==> config.mk <==
export PLATFORM = sky130hd
export DESIGN_NAME = butterfly_pipe
export DESIGN_NICKNAME = d
export VERILOG_FILES = /design/src/rtl/butterfly_pipe.sv
export SDC_FILE = /design/constraint.sdc
export NUM_CORES = 2
export LEC_CHECK = 0
export ABC_AREA = 1
export CORE_ASPECT_RATIO = 0.9
export CORE_MARGIN = 3
export CORE_UTILIZATION = 45
export DETAILED_ROUTE_END_ITERATION = 10
export PLACE_DENSITY = 0.75
export SLEW_MARGIN = 25
export SYNTH_ARGS = -nofsm -noshare
export SYNTH_HDL_FRONTEND = slang
export SYNTH_SLANG_ARGS = --single-unit
==> constraint.sdc <==
create_clock -name Clk -period 5.96 [get_ports Clk]
set_clock_uncertainty 0.2 [all_clocks]
set_input_delay 0.596 -clock Clk [delete_from_list [all_inputs] [get_ports Clk]]
set_output_delay 0.596 -clock Clk [all_outputs]
set_load 0.02 [all_outputs]
==> src/rtl/butterfly_pipe.sv <==
// butterfly_pipe: four-stage radix-2 DIT butterfly, Y = A + B*w, Z = A - B*w.
// Operands are packed complex {re, im}, each component a signed Q(DW-FW).FW value.
// Flow control: a transfer happens on a rising Clk edge when the valid and ready
// of that port are both high; all stages advance together when the output
// register is empty or being drained (adv), otherwise every stage holds.
// Build option BFLY_SAT_EN: out-of-range results clamp instead of wrapping.
module butterfly_pipe #(
    parameter int DW = 16,
    parameter int FW = 10
) (
    input  logic            Clk,
    input  logic            Rst,
    input  logic            in_valid,
    output logic            in_ready,
    input  logic [2*DW-1:0] A,
    input  logic [2*DW-1:0] B,
    input  logic [2*DW-1:0] w,
    input  logic            inv,
    input  logic            scale,
    output logic            out_valid,
    input  logic            out_ready,
    output logic [2*DW-1:0] Y,
    output logic [2*DW-1:0] Z,
    output logic            ovf,
    input  logic            ovf_clr
);
    localparam int PW = 2 * DW;     // full product width
    localparam int CW = 2 * DW + 1; // combined product width
    localparam int SW = DW + 3;     // sum width ahead of range check

    logic adv;
    assign adv      = out_ready | ~out_valid;
    assign in_ready = adv;

    // Stage 1 registers
    logic            s1_v, s1_inv, s1_scale;
    logic [2*DW-1:0] s1_a, s1_b, s1_w;

    // Stage 1: capture operands and per-transaction mode bits.
    always_ff @(posedge Clk or negedge Rst) begin
        if (!Rst) begin
            s1_v     <= 1'b0;
            s1_inv   <= 1'b0;
            s1_scale <= 1'b0;
            s1_a     <= '0;
            s1_b     <= '0;
            s1_w     <= '0;
        end else if (adv) begin
            s1_v     <= in_valid;
            s1_inv   <= inv;
            s1_scale <= scale;
            s1_a     <= A;
            s1_b     <= B;
            s1_w     <= w;
        end
    end

    logic signed [DW-1:0] b_re, b_im, w_re, w_im;
    assign b_re = s1_b[2*DW-1:DW];
    assign b_im = s1_b[DW-1:0];
    assign w_re = s1_w[2*DW-1:DW];
    assign w_im = s1_w[DW-1:0];

    // Stage 2 registers
    logic                 s2_v, s2_inv, s2_scale;
    logic [2*DW-1:0]      s2_a;
    logic signed [PW-1:0] s2_rr, s2_ii, s2_ri, s2_ir;

    // Stage 2: the four full-width partial products.
    always_ff @(posedge Clk or negedge Rst) begin
        if (!Rst) begin
            s2_v     <= 1'b0;
            s2_inv   <= 1'b0;
            s2_scale <= 1'b0;
            s2_a     <= '0;
            s2_rr    <= '0;
            s2_ii    <= '0;
            s2_ri    <= '0;
            s2_ir    <= '0;
        end else if (adv) begin
            s2_v     <= s1_v;
            s2_inv   <= s1_inv;
            s2_scale <= s1_scale;
            s2_a     <= s1_a;
            s2_rr    <= PW'(b_re) * PW'(w_re);
            s2_ii    <= PW'(b_im) * PW'(w_im);
            s2_ri    <= PW'(b_re) * PW'(w_im);
            s2_ir    <= PW'(b_im) * PW'(w_re);
        end
    end

    logic signed [CW-1:0] pr_full, pi_full;

    // Complex product B*w, or B*conj(w) for an inverse transform.
    always_comb begin
        pr_full = '0;
        pi_full = '0;
        if (s2_inv) begin
            pr_full = CW'(s2_rr) + CW'(s2_ii);
            pi_full = CW'(s2_ir) - CW'(s2_ri);
        end else begin
            pr_full = CW'(s2_rr) - CW'(s2_ii);
            pi_full = CW'(s2_ri) + CW'(s2_ir);
        end
    end

    // Stage 3 registers; product kept at the sum width after the fraction shift
    logic                 s3_v, s3_scale;
    logic [2*DW-1:0]      s3_a;
    logic signed [SW-1:0] s3_pr, s3_pi;

    // Stage 3: drop FW fraction bits (floor) and register the product.
    always_ff @(posedge Clk or negedge Rst) begin
        if (!Rst) begin
            s3_v     <= 1'b0;
            s3_scale <= 1'b0;
            s3_a     <= '0;
            s3_pr    <= '0;
            s3_pi    <= '0;
        end else if (adv) begin
            s3_v     <= s2_v;
            s3_scale <= s2_scale;
            s3_a     <= s2_a;
            s3_pr    <= SW'(pr_full >>> FW);
            s3_pi    <= SW'(pi_full >>> FW);
        end
    end

    // Optional halving, floor rounding.
    function automatic logic signed [SW-1:0] half_opt(input logic signed [SW-1:0] v,
                                                      input logic sc);
        return sc ? (v >>> 1) : v;
    endfunction

    // Range check against DW signed; returns {out_of_range, result}.
    function automatic logic [DW:0] fit(input logic signed [SW-1:0] v);
        logic          oor;
        logic [DW-1:0] r;
        oor = (v[SW-1:DW-1] != {(SW-DW+1){v[SW-1]}});
        r   = v[DW-1:0];
`ifdef BFLY_SAT_EN
        if (oor) r = v[SW-1] ? {1'b1, {(DW-1){1'b0}}} : {1'b0, {(DW-1){1'b1}}};
`endif
        return {oor, r};
    endfunction

    logic signed [DW-1:0] a_re, a_im;
    logic signed [SW-1:0] yr, yi, zr, zi;
    logic [DW:0]          yr_f, yi_f, zr_f, zi_f;
    logic                 any_oor;
    assign a_re = s3_a[2*DW-1:DW];
    assign a_im = s3_a[DW-1:0];

    // Butterfly sums, optional scaling and range check for all four components.
    always_comb begin
        yr      = half_opt(SW'(a_re) + s3_pr, s3_scale);
        yi      = half_opt(SW'(a_im) + s3_pi, s3_scale);
        zr      = half_opt(SW'(a_re) - s3_pr, s3_scale);
        zi      = half_opt(SW'(a_im) - s3_pi, s3_scale);
        yr_f    = fit(yr);
        yi_f    = fit(yi);
        zr_f    = fit(zr);
        zi_f    = fit(zi);
        any_oor = yr_f[DW] | yi_f[DW] | zr_f[DW] | zi_f[DW];
    end

    // Stage 4: output register.
    always_ff @(posedge Clk or negedge Rst) begin
        if (!Rst) begin
            out_valid <= 1'b0;
            Y         <= '0;
            Z         <= '0;
        end else if (adv) begin
            out_valid <= s3_v;
            Y         <= {yr_f[DW-1:0], yi_f[DW-1:0]};
            Z         <= {zr_f[DW-1:0], zi_f[DW-1:0]};
        end
    end

    // Sticky overflow: set by a valid out-of-range result entering the output
    // register; a simultaneous clear loses to the set.
    always_ff @(posedge Clk or negedge Rst) begin
        if (!Rst)                       ovf <= 1'b0;
        else if (adv && s3_v && any_oor) ovf <= 1'b1;
        else if (ovf_clr)               ovf <= 1'b0;
    end

endmodule

==> summary.txt <==
Initial core utilization -> 45.40%
Most common cell after layout, fill and taps aside -> nand2_1
Final Hold Fails -> 0
Reg2Reg Depth -> 23
Synth warnings -> 0
Crit path buffers/inverters -> 6
Fin crit share -> 101.5%
Nets -> 10,100
H-tree depth -> 2
Mean cell area of the mapped netlist -> 7.544 um^2
Final GP Congestion -> 0.9682
Top-level I/O count -> 170
Number of I/O port buffers -> 169
Post-synthesis cell area -> 61,580 um^2
Post-Synthesis Cells -> 8,163
Placement Setup Slack -> -266.6 ps
Grt total ovfl -> 0
DRC -> 0
CTS tree -> built
Min-Delay Path Depth -> 3
Post-route antenna net violation count -> 0
Slew HR -> 34.00%
GRT Util Overall -> 26.18%
Hpwl dp -> 147,100 um
Hold wc startpoint -> B[3]
Vias in the first global route -> 54,190
Startpoint types -> register
CP arrival -> 6380 ps
Failing checks -> negative setup slack
Initial antenna violation count -> 7
Chip width -> 395.9 um
Worst slew pin tran -> 990.0 ps
DRT iter0 DRCs -> 4,974
Root Buffer -> clkbuf_16
R2R Path End -> s2_ii[23]
Worst flop-to-flop path startpoint -> s1_w[2]
Worst hold path class -> in -> reg
Drt via density -> 5.196
WL per Instance -> 18.54 um
Worst Path Required -> 6290 ps
Delay-heaviest family, CP -> adder cells
Status -> finished, violations left
Sink Count -> 388
Via Count -> 54,353
Share of layout cells above drive strength 1 -> 13.47%
Critical path's slowest cell -> fa_2
Mapped Nets -> 9,666
Top_reg_cell synth -> dfrtp_1
DRT Pass-1 Iters -> 6
Total Wirelength -> 193,900 um
Clk_lat worst skew -> 690 ps
Setup Viol. Count Final -> 3
Slew Viols, Final -> 0
Async SR Flop Fraction -> 100.0%
Core ar. -> 135,700 um^2
Netlist cell types -> 57
R2R setup slack -> -90 ps
Setup TNS -> -200.4 ps
Die Ht -> 356.9 um
Setup CP Type -> reg -> reg
Synthesized flop and latch total -> 388
Sequential cell area fraction in the yosys report -> 15.77%
Clock transition at path regs -> 60 ps
Largest net degree at the start of global routing -> 167
First-pass GRT wire length -> 294,700 um
Hold WS -> 244.4 ps
Max Fclk -> 165.3 MHz
Area growth from synthesis to layout -> 19.64%
CP dominant cell by count -> fa_1
RSZ-0062 raised after global routing -> true
Max incr delay on CP -> 630 ps
Crit. End Element -> register
Clock Tree Buf Depth -> 3
Cell Chain, Critical Path -> nand2_4, inv_2, fa_2, inv_4, fa_1, inv_1, fa_1, fa_1, fa_1, inv_1, fa_1, inv_2, ha_4, buf_6, a21oi_1, o21ai_0, a21oi_1, nand3_2, nand3_2, nand2_4, or2_2, nand3_1, o21ai_0
Crit-path max FO -> 5
Smallest setup slack after layout -> -88.54 ps
Die area -> 141,300 um^2
Total CTS buffers -> 49
EDFF count, synth -> 0
Most frequent cells in the layout -> 2,323 x nand2_1, 1,888 x inv_1, 924 x fa_1
Endpoint, Worst Hold -> s1_b[3]
Fin crit period -> 6049 ps
Site Rows -> 128
Max-cap violations -> 0
[Yosys cell counts, types with 4 or more instances]
| cell | number | area share [%] |
|---|---|---|
| or2_2 | 50 | 0.51 |
| a21oi_2 | 4 | 0.057 |
| buf_6 | 4 | 0.073 |
| o21ai_1 | 15 | 0.12 |
| nor4_1 | 9 | 0.091 |
| clkbuf_1 | 287 | 1.7 |
| dfrtp_1 | 388 | 16 |
| a211oi_1 | 6 | 0.073 |
| a21o_1 | 13 | 0.16 |
| o21a_1 | 10 | 0.12 |
| nand3_1 | 282 | 2.3 |
| nand2_1 | 2397 | 15 |
| ha_1 | 440 | 8.9 |
| xnor2_1 | 81 | 1.2 |
| nand2_2 | 6 | 0.061 |
| a21oi_1 | 247 | 2.0 |
| o21ai_0 | 294 | 2.4 |
| buf_4 | 12 | 0.15 |
| buf_2 | 29 | 0.24 |
| or2_1 | 4 | 0.041 |
| fa_1 | 960 | 31 |
| nand3b_1 | 10 | 0.12 |
| a31oi_1 | 31 | 0.31 |
| inv_1 | 1952 | 12 |
| o31ai_1 | 4 | 0.049 |
| inv_2 | 9 | 0.055 |
| nor3_1 | 33 | 0.27 |
| o211ai_1 | 7 | 0.085 |
| nor2_2 | 7 | 0.071 |
| o21bai_1 | 30 | 0.37 |
| xor2_1 | 137 | 1.9 |
| a21boi_0 | 4 | 0.049 |
| buf_1 | 31 | 0.19 |
| nand4_1 | 56 | 0.57 |
| nor2_1 | 278 | 1.7 |
[flip-flops by register name (all words and copies together) (netlist names), 19 cells and up]
register and count:
s2_ri 29, s1_w 32, Z 32, s2_ir 29
s2_rr 29, s1_b 32, s3_pr 19, s2_a 32
s3_pi 19, s2_ii 29, s1_a 32, s3_a 32
Y 32
[logic make-up (layout without fill, tap and decap cells)]
group / after synthesis / after routing / share of synthesized area [%]
simple gates: 3145 / 3145 / 20.52
buf+inv: 2328 / 2802 / 14.38
fa+ha+maj: 1400 / 1400 / 40.15
compound gates: 684 / 684 / 6.093
flops: 388 / 388 / 15.77
xor+xnor: 218 / 218 / 3.101
other cells: 0 / 3 / 0
[worst max-delay path by stage]
stage | from | to | slack [ps] | cells after the start
finish | s1_w[2] | s2_ii[23] | -90 | 23
global route | s1_b[15] | s2_ii[23] | -240 | 24
CTS | s1_b[15] | s2_ii[27] | 1 | 26
detailed placement | s1_b[31] | s2_ri[26] | -270 | 20
global placement | s1_b[31] | s2_ri[26] | -230 | 20
floorplan | s1_w[31] | s2_rr[25] | 30 | 25
[worst min-delay path: stages]
cell and delay (ps):
clkdlybuf4s50_1 400, nand2_1 60, nand2_1 40
[per-layer routing]
| metal | wire length, um | track usage [%] | up-vias | share of wire, % |
|---|---|---|---|---|
| li1 | - | - | 24867 | - |
| met1 | 80510 | 36.91 | 26591 | 42 |
| met2 | 86490 | 41.12 | 2499 | 45 |
| met3 | 19420 | 4.862 | 386 | 10 |
| met4 | 7388 | 7.888 | 10 | 3.8 |
| met5 | 71 | 0 | - | 0.037 |
[metrics by stage]
| step | instances | util (%) | area [um^2] |
|---|---|---|---|
| CTS | 10359 | 52.08 | 70640 |
| detailed placement | 10263 | 50.46 | 68450 |
| finish | 10460 | 54.31 | 73670 |
| global route | 10457 | 54.31 | 73670 |
| floorplan | 8163 | - | 61580 |
| global placement | 10263 | 50.46 | 68450 |
[cell type report]
| type | instances | area [um^2] |
|---|---|---|
| flip-flops and latches | 388 | 9744 |
| repair buffers | 748 | 7535 |
| clock buffers | 60 | 1338 |
| diodes | 3 | 7.507 |
| well taps | 1820 | 2277 |
| clock inverters | 31 | 399.1 |
| inverters | 1963 | 7388 |
| multi-input cells | 5447 | 44990 |
| fillers | 12186 | 61980 |
[repair_timing]
action                                  CTS  global route
buffers inserted                          4            84
gates resized for setup                  86           518
gates cloned                              0            17
hold buffers                              1             0
endpoints found under the setup margin   38            66
endpoints found under the hold margin   106             0
pin swaps                                21           239
Power is not shown: default switching activity piles up to over one toggle a cycle in this logic, so the estimate is an artifact.
